File: config.mk
export PLATFORM = sky130hd
export DESIGN_NAME = keypad_scanner
export DESIGN_NICKNAME = d
export VERILOG_FILES = /design/src/rtl/keypad_pkg.sv /design/src/rtl/keypad_prio_enc.sv /design/src/rtl/keypad_scanner.sv
export SDC_FILE = /design/constraint.sdc
export NUM_CORES = 1
export LEC_CHECK = 0
export CAP_MARGIN = 20
export CORE_MARGIN = 2
export CORE_UTILIZATION = 35
export CTS_CLUSTER_SIZE = 12
export DETAILED_ROUTE_END_ITERATION = 12
export HOLD_SLACK_MARGIN = 0.08
export PLACE_DENSITY_LB_ADDON = 0.25
export SYNTH_ARGS = -nofsm -noshare
export SYNTH_HDL_FRONTEND = slang
export SYNTH_SLANG_ARGS = --single-unit
File: constraint.sdc
create_clock -name clk -period 3.4 [get_ports clk]
set_input_delay 0.51 -clock clk [delete_from_list [all_inputs] [get_ports clk]]
set_output_delay 0.51 -clock clk [all_outputs]
set_load 0.01 [all_outputs]
File: src/rtl/keypad_pkg.sv
// Shared definitions for the CHIP-8 matrix-keypad scanner: default geometry
// and timing, the key-index width function and the key-event record.
package keypad_pkg;

  localparam int DEF_COLS     = 4;
  localparam int DEF_ROWS     = 4;
  localparam int DEF_SCAN_DIV = 1000;
  localparam int DEF_DEBOUNCE = 4;

  // Widest key index the event record can carry (up to 65536 keys).
  localparam int KEY_W_MAX = 16;

  // Bits needed to name one key of a rows x cols matrix (never less than 1).
  function automatic int KEY_IDX_W(input int rows, input int cols);
    return (rows * cols > 1) ? $clog2(rows * cols) : 1;
  endfunction

  // One key event: which key changed and whether it is now held down.
  typedef struct packed {
    logic [KEY_W_MAX-1:0] key;
    logic                 pressed;
  } key_evt_t;

endpackage

File: src/rtl/keypad_prio_enc.sv
// Lowest-set-bit priority encoder. Reports the index of the lowest request
// bit and whether any bit is set; idx is 0 when no request is present.
module keypad_prio_enc #(
  parameter int N = 16,
  parameter int W = 4
) (
  input  logic [N-1:0] req,
  output logic [W-1:0] idx,
  output logic         any
);

  // Scan from the top down so the lowest set bit is the last one written.
  always_comb begin
    // NOTE: every output gets a default before the loop so no path through
    // this block leaves a value unassigned, which would infer a latch.
    idx = '0;
    any = |req;
    for (int i = N - 1; i >= 0; i--) begin
      if (req[i]) idx = W'(i);
    end
  end

endmodule

File: src/rtl/keypad_scanner.sv
// Parametrised matrix-keypad scanner. Drives one column at a time for
// SCAN_DIV cycles, samples the rows on the last cycle of each dwell and
// debounces every key independently. The key-event stream (pending bitmap,
// priority encoder, valid/ready handshake) is built only when the macro
// KEYPAD_EVENT_EN is defined; otherwise the event outputs are tied to 0.
module keypad_scanner
  import keypad_pkg::*;
#(
  parameter int COLS     = DEF_COLS,
  parameter int ROWS     = DEF_ROWS,
  parameter int SCAN_DIV = DEF_SCAN_DIV,
  parameter int DEBOUNCE = DEF_DEBOUNCE,
  localparam int KEY_W   = KEY_IDX_W(ROWS, COLS)
) (
  input  logic                 clk,
  input  logic                 reset,
  output logic [COLS-1:0]      column,
  input  logic [ROWS-1:0]      row,
  output logic [ROWS*COLS-1:0] value,
  output logic                 evt_valid,
  input  logic                 evt_ready,
  output logic [KEY_W-1:0]     evt_key,
  output logic                 evt_pressed
);

  localparam int NKEYS = ROWS * COLS;
  localparam int COL_W = $clog2(COLS);
  localparam int DIV_W = (SCAN_DIV > 1) ? $clog2(SCAN_DIV) : 1;
  localparam int CNT_W = $clog2(DEBOUNCE + 1);

  logic [COL_W-1:0] col;
  logic [DIV_W-1:0] div;
  logic             sample;
  logic [NKEYS-1:0] toggle;

  // The last cycle of each dwell is the sample point: rows have settled.
  assign sample = (div == DIV_W'(SCAN_DIV - 1));

  // Dwell counter, column index and the registered one-hot column drive.
  always_ff @(posedge clk) begin
    // NOTE: state registers use non-blocking assignments so every flop
    // samples the pre-edge value of its neighbours, independent of order.
    if (reset) begin
      div    <= '0;
      col    <= '0;
      column <= COLS'(1);
    end else if (sample) begin
      div    <= '0;
      col    <= (col == COL_W'(COLS - 1)) ? '0 : col + 1'b1;
      column <= {column[COLS-2:0], column[COLS-1]};
    end else begin
      div    <= div + 1'b1;
    end
  end

  // One debounce counter and one debounced state bit per key.
  for (genvar r = 0; r < ROWS; r++) begin : g_row
    for (genvar c = 0; c < COLS; c++) begin : g_col
      localparam int K = r * COLS + c;

      logic             hit;
      logic             key_val;
      logic [CNT_W-1:0] cnt;

      // This key is examined only at the sample point of its own column.
      assign hit       = sample && (col == COL_W'(c));
      assign toggle[K] = hit && (row[r] != key_val) &&
                         (cnt == CNT_W'(DEBOUNCE - 1));
      assign value[K]  = key_val;

      // Count consecutive disagreeing samples; flip the key on the last one.
      always_ff @(posedge clk) begin
        // NOTE: the counters are reset along with the state bit, because a
        // reset must discard any debounce progress made before it.
        if (reset) begin
          cnt     <= '0;
          key_val <= 1'b0;
        end else if (hit) begin
          if (row[r] == key_val) begin
            cnt <= '0;
          end else if (cnt == CNT_W'(DEBOUNCE - 1)) begin
            cnt     <= '0;
            key_val <= ~key_val;
          end else begin
            cnt <= cnt + 1'b1;
          end
        end
      end
    end
  end

`ifdef KEYPAD_EVENT_EN
  logic [NKEYS-1:0] pending;
  logic [NKEYS-1:0] clr_mask;
  logic [KEY_W-1:0] low_idx;
  logic             any;
  logic             accept;
  key_evt_t         evt;

  keypad_prio_enc #(
    .N (NKEYS),
    .W (KEY_W)
  ) u_prio_enc (
    .req (pending),
    .idx (low_idx),
    .any (any)
  );

  assign accept = any && evt_ready;

  // Clear mask for the key being accepted this cycle.
  always_comb begin
    clr_mask = '0;
    if (accept) clr_mask[low_idx] = 1'b1;
  end

  // One outstanding event per key; a fresh toggle beats a same-cycle accept.
  always_ff @(posedge clk) begin
    if (reset) pending <= '0;
    else       pending <= (pending & ~clr_mask) | toggle;
  end

  // Present the lowest pending key together with its current state.
  always_comb begin
    evt                 = '0;
    evt.key[KEY_W-1:0]  = low_idx;
    evt.pressed         = value[low_idx];
  end

  assign evt_valid   = any;
  assign evt_key     = evt.key[KEY_W-1:0];
  assign evt_pressed = evt.pressed;
`else
  logic unused_evt;

  assign unused_evt  = ^{evt_ready, toggle};
  assign evt_valid   = 1'b0;
  assign evt_key     = '0;
  assign evt_pressed = 1'b0;
`endif

endmodule

### After elaboration in Yosys (flattened, before gate mapping)

Cells that the tools add are included.
Widths: inputs -> output; s select.

* add/sub/neg operators: 18
* $mul: 0
* div/mod/pow operators: 0
* order comparisons: 0
* equality and inequality tests: 36
* shifts and indexed selects: 0
* mux-type cells: 33
* bitwise operators: 32
* reduce and logical (&&, ||, !) cells: 22

Operator list (number)
* $mux 3: 32
* $add 3x1->3 const B: 16
* $eq 3x2->1 const B: 16
* $reduce_and 3->1: 16
* $not 1->1: 32
* $eq 1x1->1: 16
* $add 10x1->10 const B: 1
* $eq 10x10->1 const B: 1
* $eq 2x2->1 const B: 2
* $logic_and 1x1->1: 4
* $add 2x1->2 const B: 1
* $eq 2x1->1 const B: 1
* $logic_not 2->1: 1
* $mux 2: 1
* $reduce_or 2->1: 1

* register bits: 80
* latch bits: 0
* RAM bits: 0
* ROM bits: 0
* logic and storage cells: 176
* memories kept: 0

### Logic depth before layout (Yosys ltp)

* word-level depth: 3
* gate-level depth with buffers: 7

### Least setup slack after synthesis

No wires, ideal clock.

* path kind: register -> register
* from: register div[0]
* to: register g_row[1].g_col[1].cnt[0]
* library setup time: 0.072 ns
* arrival time: 1.456 ns
* setup slack: 1.872 ns
* cell stages (with the launch flop): 8
* path buffers: 3
* path through: dfxtp_1 -> ha_1 -> and4_1 -> buf_6 -> and4_1 -> buf_6 -> buf_8 -> mux2i_1

* cells in the longest elaborated chain, start to end: 2

RTL lines
* start: declaration: RTL line keypad_scanner.sv:32 `logic [DIV_W-1:0] div;`
* start signal: assignment: RTL line keypad_scanner.sv:52 `div <= div + 1'b1;`
* $eq 10x10->1: RTL line keypad_scanner.sv:37 `assign sample = (div == DIV_W'(SCAN_DIV - 1));`
* $logic_and 1x1->1: RTL line keypad_scanner.sv:66 `assign hit = sample && (col == COL_W'(c));`
* end signal: assignment: RTL line keypad_scanner.sv:85 `cnt <= cnt + 1'b1;`
* end: declaration: RTL line keypad_scanner.sv:63 `logic [CNT_W-1:0] cnt;`

No other way between the ends.
A chain may end at the register's enable or synchronous reset.

### Worst setup path after layout

* from: register div[0]
* to: register g_row[0].g_col[0].cnt[0]

* cells in the longest elaborated chain, start to end: 2

RTL lines (RTL line)
* $eq 10x10->1: keypad_scanner.sv:37
* $logic_and 1x1->1: keypad_scanner.sv:66
* end signal: assignment: keypad_scanner.sv:85
* end: declaration: keypad_scanner.sv:63

No other way between the ends.

==> results.md <==
* Initial DRC Count at 132
* Clk root buf: clkbuf_16
* Die Wd at 117.6 um
* Hold slack at 0.4523 ns
* Htree depth at 3
* Detail Route Antenna Nets at 0
* Worst setup path class: reg -> reg
* Crit-path max cell delay at 0.77 ns
* Synthesized cell area at 4517 um2
* Critical Path AT at 2.41 ns
* DRC viols at 0
* Drt first pass iters at 4
* Sw Ratio at 20.57%
* Tmin final at 2.160 ns
* Slowest stage cell on the critical path: and4_1
* WL final at 8994 um
* Skew final at 0.005857 ns
* Element type at the critical path start: flip-flop
* Critical Path Fanout Max at 12
* Pwr Density at 405.8 nW/um2
* Die Ht at 117.6 um
* Slew headroom at 46.74%
* Crit path buffers/inverters at 0
* Adder-Cell Fraction of Synth Area at 5.817%
* Post-CTS setup buffer count at 0
* TNS Setup at 0 ns
* Proportion of synthesized chip area in sequential cells at 35.46%
* Sequential cell area at 1602 um2
* Avg Cell Area, Syn at 9.672 um2
* Number of vias per cell at 4.962
* Worst-Margin Slew at 0.7989 ns
* VDD IR-drop max at 0.1771 mV
* CTS resizes at 0
* Cells after Synth at 467
* Port bufs at 25
* Area occupied by multi-input gates at 2559 um2
* Post-placement cell count at 619
* Final Instance Area at 4974 um2
* CTS tree: built
* Largest net degree at the start of global routing at 55
* P_int at 0.001603 W
* Via count at 3146
* Simple-Gate Fraction of Synth Area at 31.55%
* Clock transition at path regs at 0.06 ns
* # diodes at 0
* Area Overhead vs Synth at 10.11%
* # rows at 41
* Core area at 12620 um2
* Initial antenna violation count at 0
* CTS buffer count at 9
* Most frequent cells in the layout: nand2b_1, dfxtp_1, mux2i_1
* Crit path max-delay family: simple AND/OR/NAND/NOR gates
* Final Slew Violations at 0
* Num ports at 33
* CP Capture Type: flip-flop
* Max_cap viols at 0
* Largest family of logic cells by synthesized area: simple AND/OR/NAND/NOR gates
* Synth Area in Compound Gates at 3.573%
* CTS sink count at 80
* Design Power at 0.002018 W
* Gate power share at 4.1%
* Wire per inst at 14.19 um
* Non-Filler Instances at 634
* Prevailing post-synth register cell: dfxtp_1
* Period utilization at 63.54%
* Required @ worst endpoint at 3.65 ns
* Placed cell area at 4666 um2
* Clk pwr share at 49.1%
* Leakage Power at 1.875 nW
* Starting density of the core at 35.79%
* Flop pwr share at 46.7%
* Overflow left after global routing at 0
* Die area at 13830 um2
* Ys Warns at 0
* Most common cell after layout, fill and taps aside: nand2b_1
* Share of cells above drive strength 1 at 5.411%
* Clk_lat worst skew at 0.34 ns
* Crit path cell chain: ha_1, and4_1, and4_1, mux2i_1
* Synthesized flop and latch total at 80
* Number of global-route vias before repair at 3089
* Final GP Congestion at 0.7248
* GR Util All Layers at 13.57%
* CP most frequent cell: and4_1
* Post-synth cell types at 35
* Synth Area in XOR/XNOR at 3.684%
* Clock Tree Buf Depth at 2
* Hold WC Path Type: reg -> reg
* Fmax at 0.4629 GHz
* Fin nets at 486
* # fillers at 1283
* Status: complete, no violations
* Final setup viols at 0
* Global-route wire length before repair at 15280 um
* Post-synth EDFFs at 0
* Mux contribution to synthesized area at 11.52%
* Hold buffer count at CTS at 0
* Final hold viol count at 0
* Sw power at 0.0004152 W
* RSZ-0062 raised after global routing: no
* Post-DP HPWL at 6117 um
* Synth async-reset ratio at 0%
[cell type report]
type / instances / share of cell area [%]
well taps: 172 / 4.327
repair buffers: 29 / 5.535
clock inverters: 2 / 0.7547
multi-input cells: 334 / 51.45
flip-flops and latches: 80 / 32.20
inverters: 4 / 0.3019
clock buffers: 13 / 5.434
[tightest hold or removal path, stage by stage, from the launching register on]
cell      delay (ns)
dfxtp_1         0.31
nand2b_1        0.06
a21oi_1         0.03
[synth_stat cells, types with 7 or more instances]
cell type / count / area share, %
a21oi_1: 22 / 2.4
buf_2: 9 / 1.0
buf_4: 23 / 3.8
clkbuf_1: 15 / 1.2
dfxtp_1: 80 / 35
ha_1: 21 / 5.8
mux2i_1: 52 / 12
nand2b_1: 104 / 14
nand3_1: 7 / 0.78
nand3b_1: 19 / 3.2
nand4b_1: 13 / 2.5
nor2_1: 10 / 0.83
nor4_1: 15 / 2.1
or4bb_1: 13 / 3.2
xor2_1: 17 / 3.3
[power groups by stage]
| stage | Clock (W) | Combinational (W) | Sequential, W |
|---|---|---|---|
| after CTS | 0.00102 | 0.0000848 | 0.000943 |
| after floorplan | 0 | 0.0000723 | 0.000963 |
| after global routing | 0.00105 | 0.0000925 | 0.000943 |
| after global placement | 0 | 0.0000840 | 0.000964 |
| after detailed placement | 0 | 0.0000846 | 0.000964 |
| final | 0.000992 | 0.0000837 | 0.000943 |
[sequential cells by signal (all words and copies together), names as in the netlist]
name / flops
col: 2
column: 4
div: 10
g_row.g_col.cnt: 48
g_row.g_col.key_val: 16
[final timing paths]
kind / from / end / depth (start not counted) / slack [ns]
worst max-delay path: div[0] / g_row[0].g_col[0].cnt[0] / 4 / 1.24
worst min-delay path: g_row[1].g_col[1].cnt[2] / g_row[1].g_col[1].cnt[2] / 2 / 0.45
worst max register to register: div[0] / g_row[0].g_col[0].cnt[0] / 4 / 1.24
worst min register to register: g_row[1].g_col[1].cnt[2] / g_row[1].g_col[1].cnt[2] / 2 / 0.45
[per-layer routing]
metal	GRT usage, %	up-vias	part of all wire, %
met5	0	-	0
met4	6.325	0	2.0
met3	2.035	15	1.7
met2	22.35	26	46
met1	17.43	1505	50
li1	-	1600	-
[through the flow]
stage	utilization [%]	worst slack, ns
6_report	39.41	1.240
5_1_grt	39.41	1.088
4_1_cts	39.41	1.229
3_5_place_dp	36.97	1.197
3_3_place_gp	36.97	1.222
2_1_floorplan	-	1.872
[cells by family after synthesis]
| logic type | Yosys count |
|---|---|
| simple gates | 206 |
| xor+xnor | 19 |
| mux | 52 |
| fa+ha+maj | 21 |
| compound gates | 30 |
| other cells | 1 |
| buf+inv | 58 |
| flops | 80 |
Power figures use the tool's default switching activity.
